`src/rtl/pixel_write_sink.sv`:
```
// Pixel-write sink: buffers drawer writes in a FIFO, clips off-screen pixels and
// drains {addr, colour} to the framebuffer port on grant. Define PIXEL_DEDUP_EN to drop repeats.
module pixel_write_sink #(
  parameter int DEPTH    = 8,
  parameter int SCREEN_W = 160,
  parameter int SCREEN_H = 120
) (
  input  logic        clk,
  input  logic        resetn,
  input  logic [9:0]  x,
  input  logic [9:0]  y,
  input  logic [2:0]  colour,
  input  logic        writeEn,
  output logic        full,
  output logic        empty,
  input  logic        mem_ready,
  output logic [14:0] mem_addr,
  output logic [2:0]  mem_data,
  output logic        mem_wren,
  output logic [7:0]  drop_count,
  output logic [7:0]  clip_count
);

  localparam int PTR_W   = $clog2(DEPTH);
  localparam int CNT_W   = PTR_W + 1;
  localparam int ENTRY_W = 18;

  logic [ENTRY_W-1:0] fifo_mem [DEPTH];
  logic [PTR_W-1:0]   wr_ptr_reg, rd_ptr_reg;
  logic [CNT_W-1:0]   count_reg, count_next;
  logic [14:0]        mem_addr_reg;
  logic [2:0]         mem_data_reg;
  logic               mem_wren_reg;

  logic               in_bounds;
  logic [14:0]        push_addr;
  logic [ENTRY_W-1:0] push_entry;
  logic               dup;
  logic               push;
  logic               pop;
  logic [1:0]         sat_inc;

  assign full  = (count_reg == CNT_W'(DEPTH));
  assign empty = (count_reg == '0);

  assign in_bounds  = (x < 10'(SCREEN_W)) && (y < 10'(SCREEN_H));
  // Truncation only matters for out-of-range coordinates, which never get stored.
  assign push_addr  = 15'(y) * 15'(SCREEN_W) + 15'(x);
  assign push_entry = {push_addr, colour};

`ifdef PIXEL_DEDUP_EN
  logic               last_valid_reg;
  logic [ENTRY_W-1:0] last_entry_reg;

  assign dup = last_valid_reg && (last_entry_reg == push_entry);

  always_ff @(posedge clk or negedge resetn) begin
    if (!resetn) begin
      last_valid_reg <= 1'b0;
      last_entry_reg <= '0;
    end else if (push) begin
      last_valid_reg <= 1'b1;
      last_entry_reg <= push_entry;
    end
  end
`else
  assign dup = 1'b0;
`endif

  // Clipping wins over everything; a duplicate is discarded without counting as a drop.
  assign push       = writeEn && in_bounds && !full && !dup;
  assign pop        = mem_ready && !empty;
  assign sat_inc[0] = writeEn && in_bounds && full && !dup;
  assign sat_inc[1] = writeEn && !in_bounds;

  always_comb begin
    count_next = count_reg;
    case ({push, pop})
      2'b10:   count_next = count_reg + CNT_W'(1);
      2'b01:   count_next = count_reg - CNT_W'(1);
      default: count_next = count_reg;
    endcase
  end

  // Storage carries no reset so it can map onto block RAM.
  always_ff @(posedge clk) begin
    if (push) begin
      fifo_mem[wr_ptr_reg] <= push_entry;
    end
  end

  always_ff @(posedge clk or negedge resetn) begin
    if (!resetn) begin
      wr_ptr_reg   <= '0;
      rd_ptr_reg   <= '0;
      count_reg    <= '0;
      mem_addr_reg <= '0;
      mem_data_reg <= '0;
      mem_wren_reg <= 1'b0;
    end else begin
      wr_ptr_reg   <= wr_ptr_reg + PTR_W'(push);
      rd_ptr_reg   <= rd_ptr_reg + PTR_W'(pop);
      count_reg    <= count_next;
      mem_wren_reg <= pop;
      if (pop) begin
        {mem_addr_reg, mem_data_reg} <= fifo_mem[rd_ptr_reg];
      end
    end
  end

  genvar gi;
  generate
    for (gi = 0; gi < 2; gi++) begin : g_sat
      logic [7:0] cnt_reg;
      always_ff @(posedge clk or negedge resetn) begin
        if (!resetn) begin
          cnt_reg <= '0;
        end else if (sat_inc[gi] && (cnt_reg != 8'hFF)) begin
          cnt_reg <= cnt_reg + 8'd1;
        end
      end
    end
  endgenerate

  assign drop_count = g_sat[0].cnt_reg;
  assign clip_count = g_sat[1].cnt_reg;
  assign mem_addr   = mem_addr_reg;
  assign mem_data   = mem_data_reg;
  assign mem_wren   = mem_wren_reg;

endmodule

```
`config.mk`:
```
export PLATFORM = sky130hd
export DESIGN_NAME = pixel_write_sink
export DESIGN_NICKNAME = d
export VERILOG_FILES = /design/src/rtl/pixel_write_sink.sv
export SDC_FILE = /design/constraint.sdc
export NUM_CORES = 1
export LEC_CHECK = 0
export BUFFER_PORTS_ARGS = -buffer_cell sky130_fd_sc_hd__buf_4
export CORE_AREA = 5 5 140 208
export CTS_CLUSTER_SIZE = 16
export DETAILED_ROUTE_END_ITERATION = 7
export DIE_AREA = 0 0 145 213
export SLEW_MARGIN = 0
export SYNTH_ARGS = -nofsm -noshare
export SYNTH_HDL_FRONTEND = slang
export SYNTH_SLANG_ARGS = --single-unit
export TNS_END_PERCENT = 50
```
`constraint.sdc`:
```
create_clock -name clk -period 3.8 [get_ports clk]
set_input_delay 0.19 -clock clk [delete_from_list [all_inputs] [get_ports clk]]
set_output_delay 0.19 -clock clk [all_outputs]
set_load 0.03 [all_outputs]
```
==> impl_metrics.toml, run 1 <==
[timing]
setup_viol = 0
hold_violations = 0
grt_setup_unrepaired = "false"
finalClockSkew_ns = 0.0112
fin_crit_sh_pct = 68.0
fin_crit_ns = 2.59
setup_tns_ns = 0
final_max_slew_viol_count = 0
slew_headroom_pct = 36.1
fmax_mhz = 387
tightest_slew_ns = 0.958
fin_ws_ns = 1.21

[synthesis]
synth_area_leaders = "edfxtp_1 (54%), dfrtp_1 (14%), mux4_2 (10%)"
syn_area_um2 = 8000
yosys_warnings = 0
yosys.area.top_type_share_pct = 54.1
syn-num-nets = 514
syn-instance-count = 458
yosys.cell_types.count = 46
synthArstFlopShare_pct = 23.8
synth-compound-area-share_pct = 3.24
synth_top_family_by_area = "multiplexers"
synthAdderAreaFrac_pct = 4.72
synth_edf_count = 144
muxShareOfSynthArea_pct = 12.8
synth_area_per_cell_um2 = 17.5
synth-xor-area-share_pct = 3.72
synthSimpleGateAreaFrac_pct = 5.83
synth.largest_area_cell = "edfxtp_1"
synth_commonest_cells = "edfxtp_1 (144), dfrtp_1 (45), mux4_2 (36)"
synth_ff_type = "edfxtp_1"
ys_ff_latch = 189
ys_seq_area_share_pct = 68.1
yosysMostFrequentCell = "edfxtp_1"

[routing]
vias = 4206
drt_first_pass_iters = 4
wl_um = 16000
drc_errors = 0
antenna_left = 0
drt-initial-drc-count = 280
wl_per_cell_um = 17.7
vias_per_cell = 4.67

[floorplanning]
num_io_pins = 64
die_area_um2 = 30900
rows = 74
core_area_um2 = 27100
initial_core_util_pct = 29.5
die_h_um = 213
die_w_um = 145

[pwr]
pwr-share-comb_pct = 26.7
peakVddDrop_mv = 0.361
leakage_nw = 3.57
power_density_nw_per_um2 = 657
pwr-share-seq_pct = 45.0
sw_frac_of_total_pct = 30.4
p_switching_mw = 1.92
internal-power_mw = 4.40
clkPwrFrac_pct = 28.3

[hold_path]
holdPathStages = 3
min-delay-start = "mem_ready"
hold_class = "input pin to flop"
whs_endpoint = "mem_wren"

[layout]
layout.nets = 601
instances_no_fill = 900
area_growth_pct = 20.3
diodes = 0
fillers = 2568
layout-drive-gt1-share_pct = 28.0
largest_reg_flops = 144

[critical_path]
start_kind = "flop"
crit_path_end_kind = "flop"
path_max_fanout = 6
worst_ep_required_time_ns = 4.10
ff2ff_path_depth = 10
crit_type = "flop to flop"
r2r_setup_slack_ns = 1.21
r2r_start = "count_reg[2]"
reg2reg_to = "count_reg[2]"
cp.arrival_ns = 2.89

[clock_network]
numCtsBuffers = 17
insertion_delay_ns = 0.43
root_buffer = "clkbuf_16"
cts_tree = "yes"
cts_buffer_depth = 2
clk_pin_slew_ns = 0.06
cts_resized = 0
h-tree-depth = 4
clock_sinks = 189

[global_routing]
first_global_vias = 4593
grt_pass1_wl_um = 25700
antenna_found_initial = 0
grt_remaining_overflow = 0
grt_max_degree = 46
grt_use_total_pct = 10.6

[placement]
pre_cts_ws_ns = 0.912
io_buffers = 63
dp_hpwl_um = 10600
dp.cells = 859
routabilityCongestion = 0.758

[job]
drv_cap = 0

[outcome]
outcome = "completed"
[routing by layer]
layer / share of wire (%) / track usage, %
met5: 0 / 0
met4: 1.0 / 2.53
met3: 3.4 / 2.72
met2: 54 / 19.0
met1: 42 / 12.9
[logic make-up after synthesis]
| kind of cell | Yosys count |
|---|---|
| adders and majority gates | 29 |
| muxes | 57 |
| AOI/OAI and AO/OA | 44 |
| xor gates and xnor gates | 34 |
| and+or+nand+nor | 80 |
| DFF | 189 |
| buffers and inverters | 25 |
[cell usage in the layout, fill, tap and decap left out, types with 3 or more instances in the layout]
master / Yosys / final
ha_1: 27 / 27
mux2i_1: 18 / 18
buf_4: 3 / 76
clkbuf_1: 2 / 3
clkinv_2: 0 / 3
nand2_1: 29 / 29
mux2_2: 3 / 3
nor2_1: 9 / 9
dlygate4sd3_1: 0 / 9
dfrtp_1: 45 / 43
edfxtp_1: 144 / 144
xor2_1: 12 / 12
bufinv_16: 0 / 3
nor2b_1: 4 / 4
mux4_2: 36 / 36
a21o_1: 3 / 3
clkbuf_16: 0 / 17
nor3b_2: 0 / 3
and3b_1: 3 / 3
a21oi_1: 7 / 7
and3_1: 6 / 6
xnor2_1: 22 / 22
inv_1: 8 / 8
nand4_1: 10 / 10
o21ai_0: 24 / 24
[power groups by stage]
| stage | Clock (mW) | Sequential, mW | Combinational, mW |
|---|---|---|---|
| 3_5_place_dp | 0 | 2.90 | 1.72 |
| 2_1_floorplan | 0 | 2.92 | 1.12 |
| 5_1_grt | 1.93 | 2.89 | 1.84 |
| 4_1_cts | 1.83 | 2.86 | 1.73 |
| 6_report | 1.79 | 2.84 | 1.69 |
| 3_3_place_gp | 0 | 2.88 | 1.66 |
[critical path, stage by stage (launching register included)]
cell and delay, ns:
dfrtp_1 0.46, nor4_1 0.51, nand2b_1 0.19, inv_1 0.11, ha_1 0.29, xor2_1 0.18, ha_1 0.20, a21oi_1 0.14
xor2_1 0.17, nor2_1 0.07, xor2_1 0.14
[metrics by stage]
| step | util [%] | hold WS (ns) | instance area, um2 | power [mW] |
|---|---|---|---|---|
| 6_report | 35.5 | 0.124 | 9620 | 6.32 |
| 5_1_grt | 35.5 | 0.129 | 9620 | 6.65 |
| 4_1_cts | 35.5 | 0.107 | 9620 | 6.42 |
| 3_5_place_dp | 32.9 | 0.257 | 8930 | 4.62 |
| 3_3_place_gp | 32.9 | 0.245 | 8930 | 4.55 |
| 2_1_floorplan | - | -0.106 | 8000 | 4.04 |
[how the worst max path moves through the flow]
| stage | startpoint | endpoint | cells past startpoint |
|---|---|---|---|
| floorplan | count_reg[2] | count_reg[2] | 12 |
| global placement | y[1] | fifo_mem[0][17] | 9 |
| detailed placement | y[1] | fifo_mem[3][17] | 9 |
| CTS | count_reg[2] | count_reg[2] | 10 |
| global route | count_reg[2] | count_reg[2] | 10 |
| finish | count_reg[2] | count_reg[2] | 10 |
[layout make-up]
cell class	instances	area, um2	share of cell area (%)
multi-input combinational	244	2450	25.4
timing repair buffer	85	661	6.87
tap	342	428	4.45
inverter	8	30.0	0.312
clock inverter	10	138	1.43
clock buffer	22	464	4.83
sequential	189	5450	56.7
[what timing repair did]
action | CTS | global route
endpoints found under the hold margin | 109 | 0
setup endpoints to repair | 0 | 0
setup buffers | 0 | 0
hold buffers | 9 | 0
(Power assumes the default switching activity.)
==> run 2: changes to the inputs <==
==> constraint.sdc (replaced) <==
create_clock -name clk -period 2.1 [get_ports clk]
set_input_delay 0.105 -clock clk [delete_from_list [all_inputs] [get_ports clk]]
set_output_delay 0.105 -clock clk [all_outputs]
set_load 0.03 [all_outputs]
==> impl_metrics.toml, run 2 (same netlist as run 1, synthesis figures left out) <==
[global_routing]
grt_use_total_pct = 11.1
grt_max_degree = 46
grt_pass1_wl_um = 26900
antenna_found_initial = 0
grt_remaining_overflow = 0
first_global_vias = 4875

[floorplanning]
die_w_um = 145
initial_core_util_pct = 29.5
rows = 74
num_io_pins = 64
die_area_um2 = 30900
core_area_um2 = 27100
die_h_um = 213

[outcome]
violations = "setup timing"
outcome = "finished with violations"

[critical_path]
startpoint = "count_reg[2]"
start_kind = "flop"
worst_ep_required_time_ns = 2.40
r2r_setup_slack_ns = -0.07
r2r_start = "count_reg[2]"
reg2reg_to = "count_reg[2]"
path_max_fanout = 4
crit_type = "flop to flop"
crit_path_end_kind = "flop"
ff2ff_path_depth = 11
cp.arrival_ns = 2.47

[clock_network]
clk_pin_slew_ns = 0.07
root_buffer = "clkbuf_16"
h-tree-depth = 4
numCtsBuffers = 17
insertion_delay_ns = 0.42
clock_sinks = 189
cts_tree = "yes"
cts_buffer_depth = 2

[timing]
slew_headroom_pct = 54.5
finalClockSkew_ns = 0.0129
fin_crit_sh_pct = 103
hold_violations = 0
grt_setup_unrepaired = "true"
final_max_slew_viol_count = 0
tightest_slew_ns = 0.678
setup_viol = 2
fmax_mhz = 461
fin_crit_ns = 2.17
fin_ws_ns = -0.0669

[placement]
io_buffers = 63
routabilityCongestion = 0.777
dp.cells = 905
dp_hpwl_um = 11100

[routing]
wl_um = 16900
drt_first_pass_iters = 4
wl_per_cell_um = 17.8
drc_errors = 0
vias = 4402
antenna_left = 0
vias_per_cell = 4.64
drt-initial-drc-count = 202

[layout]
largest_reg_flops = 144
final_common_cell = "edfxtp_1"
final_cell_mix = "edfxtp_1 (144), buf_4 (111), dfrtp_1 (43)"
fillers = 2516
area_growth_pct = 29.0
layout-drive-gt1-share_pct = 38.6
instances_no_fill = 948
diodes = 0
fin_util_pct = 38.0
layout.nets = 649

[hold_path]
hold_class = "input pin to flop"
whs_endpoint = "fifo_mem[5][8]"
min-delay-start = "x[5]"
holdPathStages = 2

[pwr]
peakVddDrop_mv = 0.764
power_density_nw_per_um2 = 1150
total_power_mw = 11.9
leakage_nw = 3.87

[job]
drv_cap = 0
[run 2: cell types whose count changed in the layout (fill, tap and decap cells not counted), moves of 3 or more]
cell | previous run | this run
buf_4 | 76 | 111
ha_4 | 0 | 5
inv_8 | 0 | 4
nor3b_2 | 3 | 0
buf_12 | 0 | 10
ha_1 | 27 | 20
xnor2_2 | 0 | 5
clkbuf_1 | 3 | 0
inv_6 | 1 | 5
nor3b_4 | 0 | 3
xnor2_1 | 22 | 17
[run 2: layout make-up]
cell class / instances / area, um2 / share of cell area (%)
Sequential cell: 189 / 5450 / 52.8
Multi-Input combinational cell: 244 / 2670 / 25.9
Timing Repair Buffer: 133 / 1160 / 11.2
Tap cell: 342 / 428 / 4.15
Clock buffer: 17 / 425 / 4.12
Clock inverter: 15 / 150 / 1.46
Inverter: 8 / 32.5 / 0.315
[run 2: worst max path at each step]
stage | endpoint | slack (ns) | cells past startpoint
final | count_reg[2] | -0.07 | 11
after global routing | count_reg[2] | -0.19 | 11
after CTS | count_reg[2] | -0.09 | 11
after detailed placement | fifo_mem[0][16] | -0.68 | 8
after global placement | fifo_mem[4][16] | -0.57 | 8
after floorplan | count_reg[2] | -0.46 | 13
[run 2: critical path: stages (launching register included)]
cell and delay, ns:
dfrtp_1 0.39, buf_6 0.12, nor4_4 0.27, nand2b_4 0.19, inv_4 0.05, ha_4 0.16
xor2_2 0.14, ha_2 0.17, a21oi_2 0.14, xor2_1 0.18, nor2_1 0.09, xor2_1 0.15
[run 2: per-stage QoR]
stage	TNS, ns	hold WS [ns]	cell area, um2	setup WS, ns
2_1_floorplan	-15.22	-0.191	8100	-0.464
4_1_cts	-0.125	0.191	10200	-0.0885
3_3_place_gp	-30.74	0.171	9470	-0.569
6_report	-0.0944	0.218	10300	-0.0669
5_1_grt	-0.421	0.238	10300	-0.192
3_5_place_dp	-37.21	0.183	9470	-0.677
[run 2: timing repair]
action                     4_1_cts  5_1_grt
gates resized for setup         10       22
setup buffers                    0        1
setup endpoints to repair       34       50
hold endpoints to repair       110        0
hold buffers                    10        0
pin swaps                        4       16
[run 2: where the power goes]
part | leakage, nW | internal (mW) | switching [mW]
sequential | 1.86 | 4.51 | 0.307
clock | 0.276 | 1.68 | 1.45
combinational | 1.74 | 1.89 | 2.02
[run 2: metal layers]
metal  track usage (%)  up-vias  wire length (um)
met3              2.31        7               631
met5                 0        -                 0
li1                  -     2057                 -
met1              13.5     2251              6970
met2              20.2       87              9220
met4              3.02        0                93
